**config.mk**
```make
export PLATFORM = sky130hd
export DESIGN_NAME = reg_file_initiator
export DESIGN_NICKNAME = d
export VERILOG_FILES = /design/src/rtl/rf_if_pkg.sv /design/src/rtl/rf_fwd_mux.sv /design/src/rtl/reg_file_initiator.sv
export SDC_FILE = /design/constraint.sdc
export NUM_CORES = 1
export LEC_CHECK = 0
export CAP_MARGIN = 20
export CORE_ASPECT_RATIO = 0.6
export CORE_MARGIN = 2
export CORE_UTILIZATION = 42
export CTS_CLUSTER_DIAMETER = 120
export DETAILED_ROUTE_END_ITERATION = 7
export GPL_ROUTABILITY_DRIVEN = 0
export PLACE_DENSITY = 0.8
export SLEW_MARGIN = 20
export SYNTH_ARGS = -nofsm -noshare
export SYNTH_HDL_FRONTEND = slang
export SYNTH_SLANG_ARGS = --single-unit
```
**constraint.sdc**
```tcl
create_clock -name clk -period 2.4 [get_ports clk]
set_clock_uncertainty 0.2 [all_clocks]
set_input_delay 0.48 -clock clk [delete_from_list [all_inputs] [get_ports clk]]
set_output_delay 0.48 -clock clk [all_outputs]
set_load 0.005 [all_outputs]
```
**src/rtl/rf_if_pkg.sv**
```systemverilog
// Shared definitions for the register-file initiator and its operand muxes.
// Latency: none (types and constants only).
// Backpressure: not applicable.
package rf_if_pkg;

    localparam int RF_DATA_WIDTH = 32;
    localparam int RF_ADDR_WIDTH = 5;

    // Index of the hardwired-zero register.
    localparam int RF_ZERO_REG = 0;

    typedef enum logic [1:0] {
        IDLE    = 2'd0,
        ISSUE   = 2'd1,
        CAPTURE = 2'd2,
        RESP    = 2'd3
    } rd_state_e;

endpackage

```
**src/rtl/rf_fwd_mux.sv**
```systemverilog
// Resolves one operand: the hardwired zero wins, then a forwarded write, then the file data.
// Latency: purely combinational.
// Backpressure: none; the caller samples the output when it needs it.
module rf_fwd_mux
    import rf_if_pkg::*;
#(
    parameter int DATA_WIDTH  = RF_DATA_WIDTH,
    parameter int ADDR_WIDTH  = RF_ADDR_WIDTH,
    parameter int ZERO_REG_EN = 1
) (
    input  logic [ADDR_WIDTH-1:0] sel_i,
    input  logic                  fwd_vld_i,
    input  logic [DATA_WIDTH-1:0] fwd_dat_i,
    input  logic [DATA_WIDTH-1:0] rf_dat_i,
    output logic [DATA_WIDTH-1:0] dat_o
);

    // Priority select: zero register, then same-edge write, then stored value.
    always_comb begin
        dat_o = rf_dat_i;
        if ((ZERO_REG_EN != 0) && (sel_i == ADDR_WIDTH'(RF_ZERO_REG))) begin
            dat_o = '0;
        end else if (fwd_vld_i) begin
            dat_o = fwd_dat_i;
        end
    end

endmodule

```
**src/rtl/reg_file_initiator.sv**
```systemverilog
// Drives a 2R/1W register file from an operand-read request channel and a write-back channel.
// Latency: read accept to response valid on the third edge (IDLE/ISSUE/CAPTURE/RESP); writes are zero latency.
// Backpressure: response held stable until rd_rsp_ready; writes are never stalled by the read FSM.
module reg_file_initiator
    import rf_if_pkg::*;
#(
    parameter int DATA_WIDTH  = RF_DATA_WIDTH,
    parameter int ADDR_WIDTH  = RF_ADDR_WIDTH,
    parameter int ZERO_REG_EN = 1
) (
    input  logic                  clk,
    input  logic                  rst_n,
    input  logic                  rd_req_valid,
    output logic                  rd_req_ready,
    input  logic [ADDR_WIDTH-1:0] rd_req_src1,
    input  logic [ADDR_WIDTH-1:0] rd_req_src2,
    output logic                  rd_rsp_valid,
    input  logic                  rd_rsp_ready,
    output logic [DATA_WIDTH-1:0] rd_rsp_data1,
    output logic [DATA_WIDTH-1:0] rd_rsp_data2,
    input  logic                  wb_valid,
    output logic                  wb_ready,
    input  logic [ADDR_WIDTH-1:0] wb_dest,
    input  logic [DATA_WIDTH-1:0] wb_data,
    output logic [ADDR_WIDTH-1:0] rf_sel1,
    output logic [ADDR_WIDTH-1:0] rf_sel2,
    output logic [ADDR_WIDTH-1:0] rf_sel_write,
    output logic [DATA_WIDTH-1:0] rf_data_write,
    output logic                  rf_read_sel,
    output logic                  rf_write_sel,
    input  logic [DATA_WIDTH-1:0] rf_data_read1,
    input  logic [DATA_WIDTH-1:0] rf_data_read2
);

    rd_state_e             state_q, state_d;
    logic                  ready_q;
    logic [ADDR_WIDTH-1:0] sel1_q, sel1_d, sel2_q, sel2_d;
    logic                  fwd1_vld_q, fwd1_vld_d, fwd2_vld_q, fwd2_vld_d;
    logic [DATA_WIDTH-1:0] fwd1_dat_q, fwd1_dat_d, fwd2_dat_q, fwd2_dat_d;
    logic [DATA_WIDTH-1:0] rsp1_q, rsp1_d, rsp2_q, rsp2_d;
    logic [DATA_WIDTH-1:0] mux1_dat, mux2_dat;
    logic                  wb_to_zero;
    logic                  wb_fire;
    logic                  wr_issue;

    // Write path: a write to the zero register completes its handshake but never reaches the file.
    assign wb_ready      = ready_q;
    assign wb_fire       = wb_valid & ready_q;
    assign wb_to_zero    = (ZERO_REG_EN != 0) && (wb_dest == ADDR_WIDTH'(RF_ZERO_REG));
    assign wr_issue      = wb_fire & ~wb_to_zero;
    assign rf_write_sel  = wr_issue;
    assign rf_sel_write  = wb_fire ? wb_dest : '0;
    assign rf_data_write = wb_fire ? wb_data : '0;

    assign rf_sel1      = sel1_q;
    assign rf_sel2      = sel2_q;
    assign rd_rsp_data1 = rsp1_q;
    assign rd_rsp_data2 = rsp2_q;

    // State and datapath registers; reset also discards any pending response.
    always_ff @(posedge clk or negedge rst_n) begin
        if (!rst_n) begin
            state_q    <= IDLE;
            ready_q    <= 1'b0;
            sel1_q     <= '0;
            sel2_q     <= '0;
            fwd1_vld_q <= 1'b0;
            fwd2_vld_q <= 1'b0;
            fwd1_dat_q <= '0;
            fwd2_dat_q <= '0;
            rsp1_q     <= '0;
            rsp2_q     <= '0;
        end else begin
            state_q    <= state_d;
            ready_q    <= 1'b1;
            sel1_q     <= sel1_d;
            sel2_q     <= sel2_d;
            fwd1_vld_q <= fwd1_vld_d;
            fwd2_vld_q <= fwd2_vld_d;
            fwd1_dat_q <= fwd1_dat_d;
            fwd2_dat_q <= fwd2_dat_d;
            rsp1_q     <= rsp1_d;
            rsp2_q     <= rsp2_d;
        end
    end

    // Read FSM: next state, captured operands and handshake outputs.
    always_comb begin
        state_d      = state_q;
        sel1_d       = sel1_q;
        sel2_d       = sel2_q;
        fwd1_vld_d   = fwd1_vld_q;
        fwd2_vld_d   = fwd2_vld_q;
        fwd1_dat_d   = fwd1_dat_q;
        fwd2_dat_d   = fwd2_dat_q;
        rsp1_d       = rsp1_q;
        rsp2_d       = rsp2_q;
        rd_req_ready = 1'b0;
        rd_rsp_valid = 1'b0;
        rf_read_sel  = 1'b0;
        case (state_q)
            IDLE: begin
                rd_req_ready = ready_q;
                if (rd_req_valid && ready_q) begin
                    sel1_d  = rd_req_src1;
                    sel2_d  = rd_req_src2;
                    state_d = ISSUE;
                end
            end
            ISSUE: begin
                // The file returns the pre-write value for a same-edge write, so remember it here.
                rf_read_sel = 1'b1;
                fwd1_vld_d  = wr_issue && (wb_dest == sel1_q);
                fwd2_vld_d  = wr_issue && (wb_dest == sel2_q);
                fwd1_dat_d  = wb_data;
                fwd2_dat_d  = wb_data;
                state_d     = CAPTURE;
            end
            CAPTURE: begin
                rsp1_d  = mux1_dat;
                rsp2_d  = mux2_dat;
                state_d = RESP;
            end
            RESP: begin
                rd_rsp_valid = 1'b1;
                if (rd_rsp_ready) begin
                    state_d = IDLE;
                end
            end
            default: state_d = IDLE;
        endcase
    end

    rf_fwd_mux #(
        .DATA_WIDTH (DATA_WIDTH),
        .ADDR_WIDTH (ADDR_WIDTH),
        .ZERO_REG_EN(ZERO_REG_EN)
    ) u_mux1 (
        .sel_i    (sel1_q),
        .fwd_vld_i(fwd1_vld_q),
        .fwd_dat_i(fwd1_dat_q),
        .rf_dat_i (rf_data_read1),
        .dat_o    (mux1_dat)
    );

    rf_fwd_mux #(
        .DATA_WIDTH (DATA_WIDTH),
        .ADDR_WIDTH (ADDR_WIDTH),
        .ZERO_REG_EN(ZERO_REG_EN)
    ) u_mux2 (
        .sel_i    (sel2_q),
        .fwd_vld_i(fwd2_vld_q),
        .fwd_dat_i(fwd2_dat_q),
        .rf_dat_i (rf_data_read2),
        .dat_o    (mux2_dat)
    );

endmodule

```
==> run metrics, run 1 <==
status=complete, no violations; die boundary width=about 150 um; most common cell after layout, fill and taps aside=clkdlybuf4s50_1; via-per-instance ratio=5.15; Synth Area in Compound Gates=0.0951; Netlist cell types=27; crit path DAT=1690 ps; worst setup path class=in2out; layout cell share with drive strength beyond 1=0.149; Nets=about 810; die area=0.0135 mm2; Seq/Total Area, Yosys=0.525; Seq pwr share=0.385; post-synthesis mux area share=0.213; Avg Cell Area, Syn=~12 um2; First DRT Iteration DRCs=168; post-synth net total=574; worst slew pin tran=around 550 ps; Setup TNS=0 ps; # DRC=0; clk_lat worst skew=340 ps; Worst EP required=1720 ps; sw frac=0.344; number of global-route vias before repair=between 4000 and 5000; Internal Power=0.00599 W; TritonCTS sink count=111; Initial Util=0.434; CP max FO=2; clk buf depth=2; num ports=232; CTS clock-pin slew for the worst setup and hold paths=70 ps; largest family of logic cells by synthesized area=multiplexers; Antenna Nets Post-Route=0; Fmax achieved=421 MHz; max capacitance violation total=0; Area Overhead vs Synth=55.7%; fin crit period=2370 ps; htree depth=3; post-synthesis cell count=454; clock network power share=0.157; number of diodes=0; TritonCTS clock tree=yes; Post-DP HPWL=12100 um; DIE HEIGHT=90.9 um; crit start category=input pin; pin count of the biggest net entering global routing=105; #FFs+latches synth=111; Post-Syn Area=0.00529 mm2; Cell Pwr Density=1110 mW/mm2; first-pass GRT wire length=25900 um; Core ar.=0.0122 mm2; Slew Viols, Final=0; initial antenna violation count=0; clk root buf=clkbuf_16; Global Route Usage Sum=0.247; static leakage=3.51 nW; Rel. slew slack=0.631; Synth Warn #=0; critical path launch point=wb_data[30]; drt first pass iters=4; post-synthesis adder-cell area fraction=0.00946; crit share post-route=0.989; Critical Path Sink Type=output pin; Post-Synth Simple-Gate Area=0.0582; hold_ws=292 ps; post-synthesis xor/xnor area fraction=0.0166; HP Class=in2async; worst vdd ir=0.533 mV; final-report setup violation count=0; WL final=about 17000 um; Hold Fails Final Rpt=0; routed length per placed instance=19.5 um; num rows=31; GRT overflow=0; port bufs=~230; Inserted Clock Buffers=9; Comb pwr share=0.458; Psw=roughly 0.0031 W; FF-to-FF Start=wb_ready; via count=around 4400; unrepaired setup endpoints after global routing=no; most frequent cells in the layout=221 x clkdlybuf4s50_1, 109 x dfrtp_1, 68 x inv_1
-- repair_timing --
| action | in CTS | in global routing |
|---|---|---|
| setup buffers | 7 | 0 |
| hold buffers | 1 | 0 |
| endpoints found under the setup margin | 39 | 15 |
| gates cloned | 1 | 0 |
| resized for setup | 13 | 4 |
| endpoints found under the hold margin | 7 | 0 |
| pin swaps | 2 | 2 |
-- worst max-delay path, cell delays in order --
cell and delay [ps]:
clkdlybuf4s50_1 500, and3_1 180, clkdlybuf4s50_1 530
-- stage by stage --
stage / instance area (um2) / cells / power [W] / util / setup WS, ps
floorplan: 5290 / 454 / 0.00545 / - / 434
global placement: 7850 / 838 / 0.00751 / 0.645 / -396
detailed placement: 7850 / 838 / 0.00770 / 0.645 / -426
CTS: 8230 / 863 / 0.00919 / 0.676 / 6.92
global route: 8230 / 863 / 0.00968 / 0.676 / 7.87
finish: 8230 / 863 / 0.00912 / 0.676 / 26.3
-- power groups by stage --
| stage | sequential, W | combinational (W) | clock [W] |
|---|---|---|---|
| after detailed placement | 0.00355 | 0.00415 | 0 |
| after global placement | 0.00350 | 0.00401 | 0 |
| after floorplan | 0.00339 | 0.00207 | 0 |
| final | 0.00351 | 0.00417 | 0.00143 |
| after CTS | 0.00351 | 0.00421 | 0.00146 |
| after global routing | 0.00363 | 0.00450 | 0.00154 |
-- state kept, by name, indices dropped and copies added (netlist names) --
register,flops
rf_sel2,5
state_q,2
fwd1_vld_q,1
fwd2_vld_q,1
rd_rsp_data2,32
fwd2_dat_q,32
wb_ready,1
rf_sel1,5
rd_rsp_data1,32
-- final timing paths --
check | endpoint | slack [ps] | cells past startpoint
max in group asynchronous | fwd2_vld_q | 920 | 3
min in group clk | rd_rsp_data1[11] | 330 | 2
min reg2reg | rd_rsp_data1[11] | 330 | 2
max reg2reg | fwd1_vld_q | 340 | 9
max | rf_data_write[30] | 30 | 3
min | rd_rsp_data1[20] | 290 | 2
-- per-layer routing --
metal  GRT usage  wire, um  vias up
met2       0.389      7660      182
met5           0         0        -
met4      0.0444       154        0
li1            -         -     2070
met1       0.351      7670     2171
met3      0.0618      1300       18
-- cell families (layout without fill, tap and decap cells) --
group	Yosys count	count (layout)
buffers and inverters	101	345
multiplexers	107	107
AO/OA/AOI/OAI	71	71
AND/OR/NAND/NOR	49	49
adder cells (fa/ha/maj)	4	4
other	1	1
flip-flops	111	111
XOR/XNOR	10	10
-- cells in the mapped netlist, drive strengths merged --
library cell    n  area [um2]
mux2           43         484
dfrtp         111        2780
mux2i          64         641
o21ai           2        32.5
ha              4        50.1
buf            16         116
nand2           2        7.51
a21oi           1        5.00
and3           37         231
conb            1        3.75
clkbuf         17        63.8
xnor2          10        87.6
o211ai          1        7.51
nand2b          1        6.26
nor2b           1        6.26
or4             3        30.0
and2            1        6.26
o31ai           1        7.51
o32a            1        10.0
o32ai           1        8.76
o22ai          64         432
nand3           4        20.0
inv            68         255
-- final cells by class --
class	count	area, um2
Fill cell	911	3950
Sequential cell	111	2780
Multi-Input combinational cell	242	2080
Timing Repair Buffer	261	2620
Clock inverter	6	56.3
Inverter	68	255
Clock buffer	10	229
Tap cell	165	206
Power figures use the tool's default switching activity.
==> run 2: changes to the inputs <==
--- a/config.mk
+++ b/config.mk
@@ -7,7 +7,7 @@
 export LEC_CHECK = 0
 export CAP_MARGIN = 20
 export CORE_ASPECT_RATIO = 0.6
-export CORE_MARGIN = 2
+export CORE_MARGIN = 5
 export CORE_UTILIZATION = 42
 export CTS_CLUSTER_DIAMETER = 120
 export DETAILED_ROUTE_END_ITERATION = 7
==> constraint.sdc (replaced) <==
create_clock -name clk -period 2.4 [get_ports clk]
set_clock_uncertainty 0.2 [all_clocks]
set_input_delay 0.24 -clock clk [delete_from_list [all_inputs] [get_ports clk]]
set_output_delay 0.24 -clock clk [all_outputs]
set_load 0.005 [all_outputs]
==> run 2 against run 1 <==
Net effect:
- flip-flop and latch count stayed put
- largest cell class unchanged
- worst hold slack lost 51 ps
- register-to-register slack better by 110 ps
- via count increased by 0.20%
- total power about the same
- worst setup slack better by 190 ps
- critical path type is now reg2out
- first-iteration DRC count down 13%
- sequential power is 1% higher
- largest power group unchanged
- maximum frequency up 8.6%
- global-route usage fell by 2.1 points
- wire length rose by 2.8%
==> run metrics, run 2 (same netlist as run 1, synthesis figures left out) <==
Top Layer Used=met4; most frequent cells in the layout=229 x clkdlybuf4s50_1, 108 x dfrtp_1, 68 x inv_1; Setup TNS=0 ps; max capacitance violation total=0; cells along the critical path=buf_4 > and3_1 > clkdlybuf4s50_1; HP Class=in2async; sw frac=0.342; first-pass GRT wire length=27100 um; crit path DAT=1750 ps; DIE HEIGHT=96.9 um; Rel. slew slack=0.611; Worst EP required=around 2000 ps; Hold Fails Final Rpt=0; clk buf depth=2; Fmax achieved=between 400 and 500 MHz; DR WL met2=slightly above 8000 um; Global Route Usage Sum=0.226; Metal-1 WL=about 7400 um; Nets=803; number of diodes=0; clk_lat worst skew=between 300 and 400 ps; crit start category=flop; Seq pwr share=0.389; Comb pwr share=0.452; fin crit period=2190 ps; CP max FO=18; First DRT Iteration DRCs=roughly 150; CP max stage delay=520 ps; Post-CTS Setup Bufs=0; worst slew pin tran=a little under 600 ps; worst vdd ir=0.614 mV; Post-DP HPWL=13300 um; TritonCTS sink count=111; fill count=937; final-report setup violation count=0; Core ar.=between 0.01 and 0.015 mm2; clk root buf=clkbuf_16; initial antenna violation count=0; slowest library cell on the worst path=clkdlybuf4s50_1; Cell Pwr Density=1120 mW/mm2; drt first pass iters=5; die boundary width=around 150 um; status=complete, no violations; pin count of the biggest net entering global routing=57; layout cell share with drive strength beyond 1=0.135; num ports=~230; design area=approximately 0.0082 mm2; Critical Path Sink Type=output pin; routed wire length on met3=~1700 um; number of global-route vias before repair=4799; port bufs=231; routed length per placed instance=between 20 and 25 um; # DRC=0; placed cell areas=0.00785 mm2; CTS clock-pin slew for the worst setup and hold paths=~70 ps; Internal Power=between 0.006 and 0.007 W; Slew Viols, Final=0; Area Overhead vs Synth=54.2%; via count=4450; num rows=31; Psw=0.00312 W; clock network power share=0.159; TritonCTS clock tree=yes; WL final=17300 um; via-per-instance ratio=5.22; unrepaired setup endpoints after global routing=no; die area=between 0.015 and 0.02 mm2; most common cell after layout, fill and taps aside=clkdlybuf4s50_1; static leakage=3.43 nW; htree depth=3; Initial Util=0.434; worst setup path class=reg2out; Antenna Nets Post-Route=0; Inserted Clock Buffers=9; crit share post-route=0.911; GRT overflow=0
## run 2: cell count changes in the layout (fill, tap and decap cells not counted), moves of 2 or more
| cell | delta |
|---|---|
| clkbuf_8 | +2 |
| clkdlybuf4s50_1 | +8 |
| dlymetal6s2s_1 | -2 |
| dlygate4sd2_1 | -4 |
| buf_4 | -9 |
## run 2: path summary, 6_finish.rpt
path                                        from                 to  slack [ps]  depth (start not counted)
worst max-delay path                    wb_ready  rf_data_write[29]         210                          3
worst min-delay path                       rst_n     fwd2_dat_q[11]         240                          2
worst max register to register        state_q[0]    rd_rsp_data1[1]         450                          5
worst min register to register  rd_rsp_data2[31]   rd_rsp_data2[31]         330                          2
max in group asynchronous                  rst_n           wb_ready        1060                          3
min in group clk                  rd_req_src1[0]         rf_sel1[0]         320                          2
## run 2: through the flow
stage,std cells,total power (W),hold WS (ps),util,setup slack [ps]
after floorplan,454,0.00545,-256,-,568
after global placement,836,0.00757,48.5,0.645,78.3
after detailed placement,836,0.00775,50.0,0.645,45.4
after CTS,853,0.00923,252,0.669,38.7
after global routing,853,0.00970,264,0.670,95.0
final,853,0.00912,241,0.670,214
## run 2: cell type report
class / instances / area (um2) / share of cell area
timing repair buffer: 251 / 2540 / 0.311
tap: 165 / 206 / 0.0253
sequential: 111 / 2780 / 0.341
clock inverter: 5 / 38.8 / 0.00476
clock buffer: 11 / 253 / 0.0310
inverter: 68 / 255 / 0.0313
multi-input combinational: 242 / 2080 / 0.255
## run 2: what timing repair did
| action | CTS | global route |
|---|---|---|
| resized for setup | 0 | 2 |
| endpoints found under the hold margin | 37 | 0 |
| setup endpoints to repair | 0 | 18 |
| hold buffers | 1 | 0 |
## run 2: power by group through the flow
stage	logic, W	clock network [W]	registers, W
finish	0.00412	0.00145	0.00355
global route	0.00446	0.00157	0.00368
CTS	0.00418	0.00149	0.00355
detailed placement	0.00417	0	0.00358
global placement	0.00404	0	0.00352
floorplan	0.00207	0	0.00339
## run 2: layer usage
layer / up-vias / GRT usage
met2: 218 / 0.373
met3: 13 / 0.0821
met4: 0 / 0.0332
met5: - / 0
li1: 2043 / -
met1: 2176 / 0.293
## run 2: critical path: cells and delay by family, from the launching register on
kind	cells	cell delay, ps
AND/OR/NAND/NOR	1	170
buffers and inverters	2	770
flip-flops	1	470
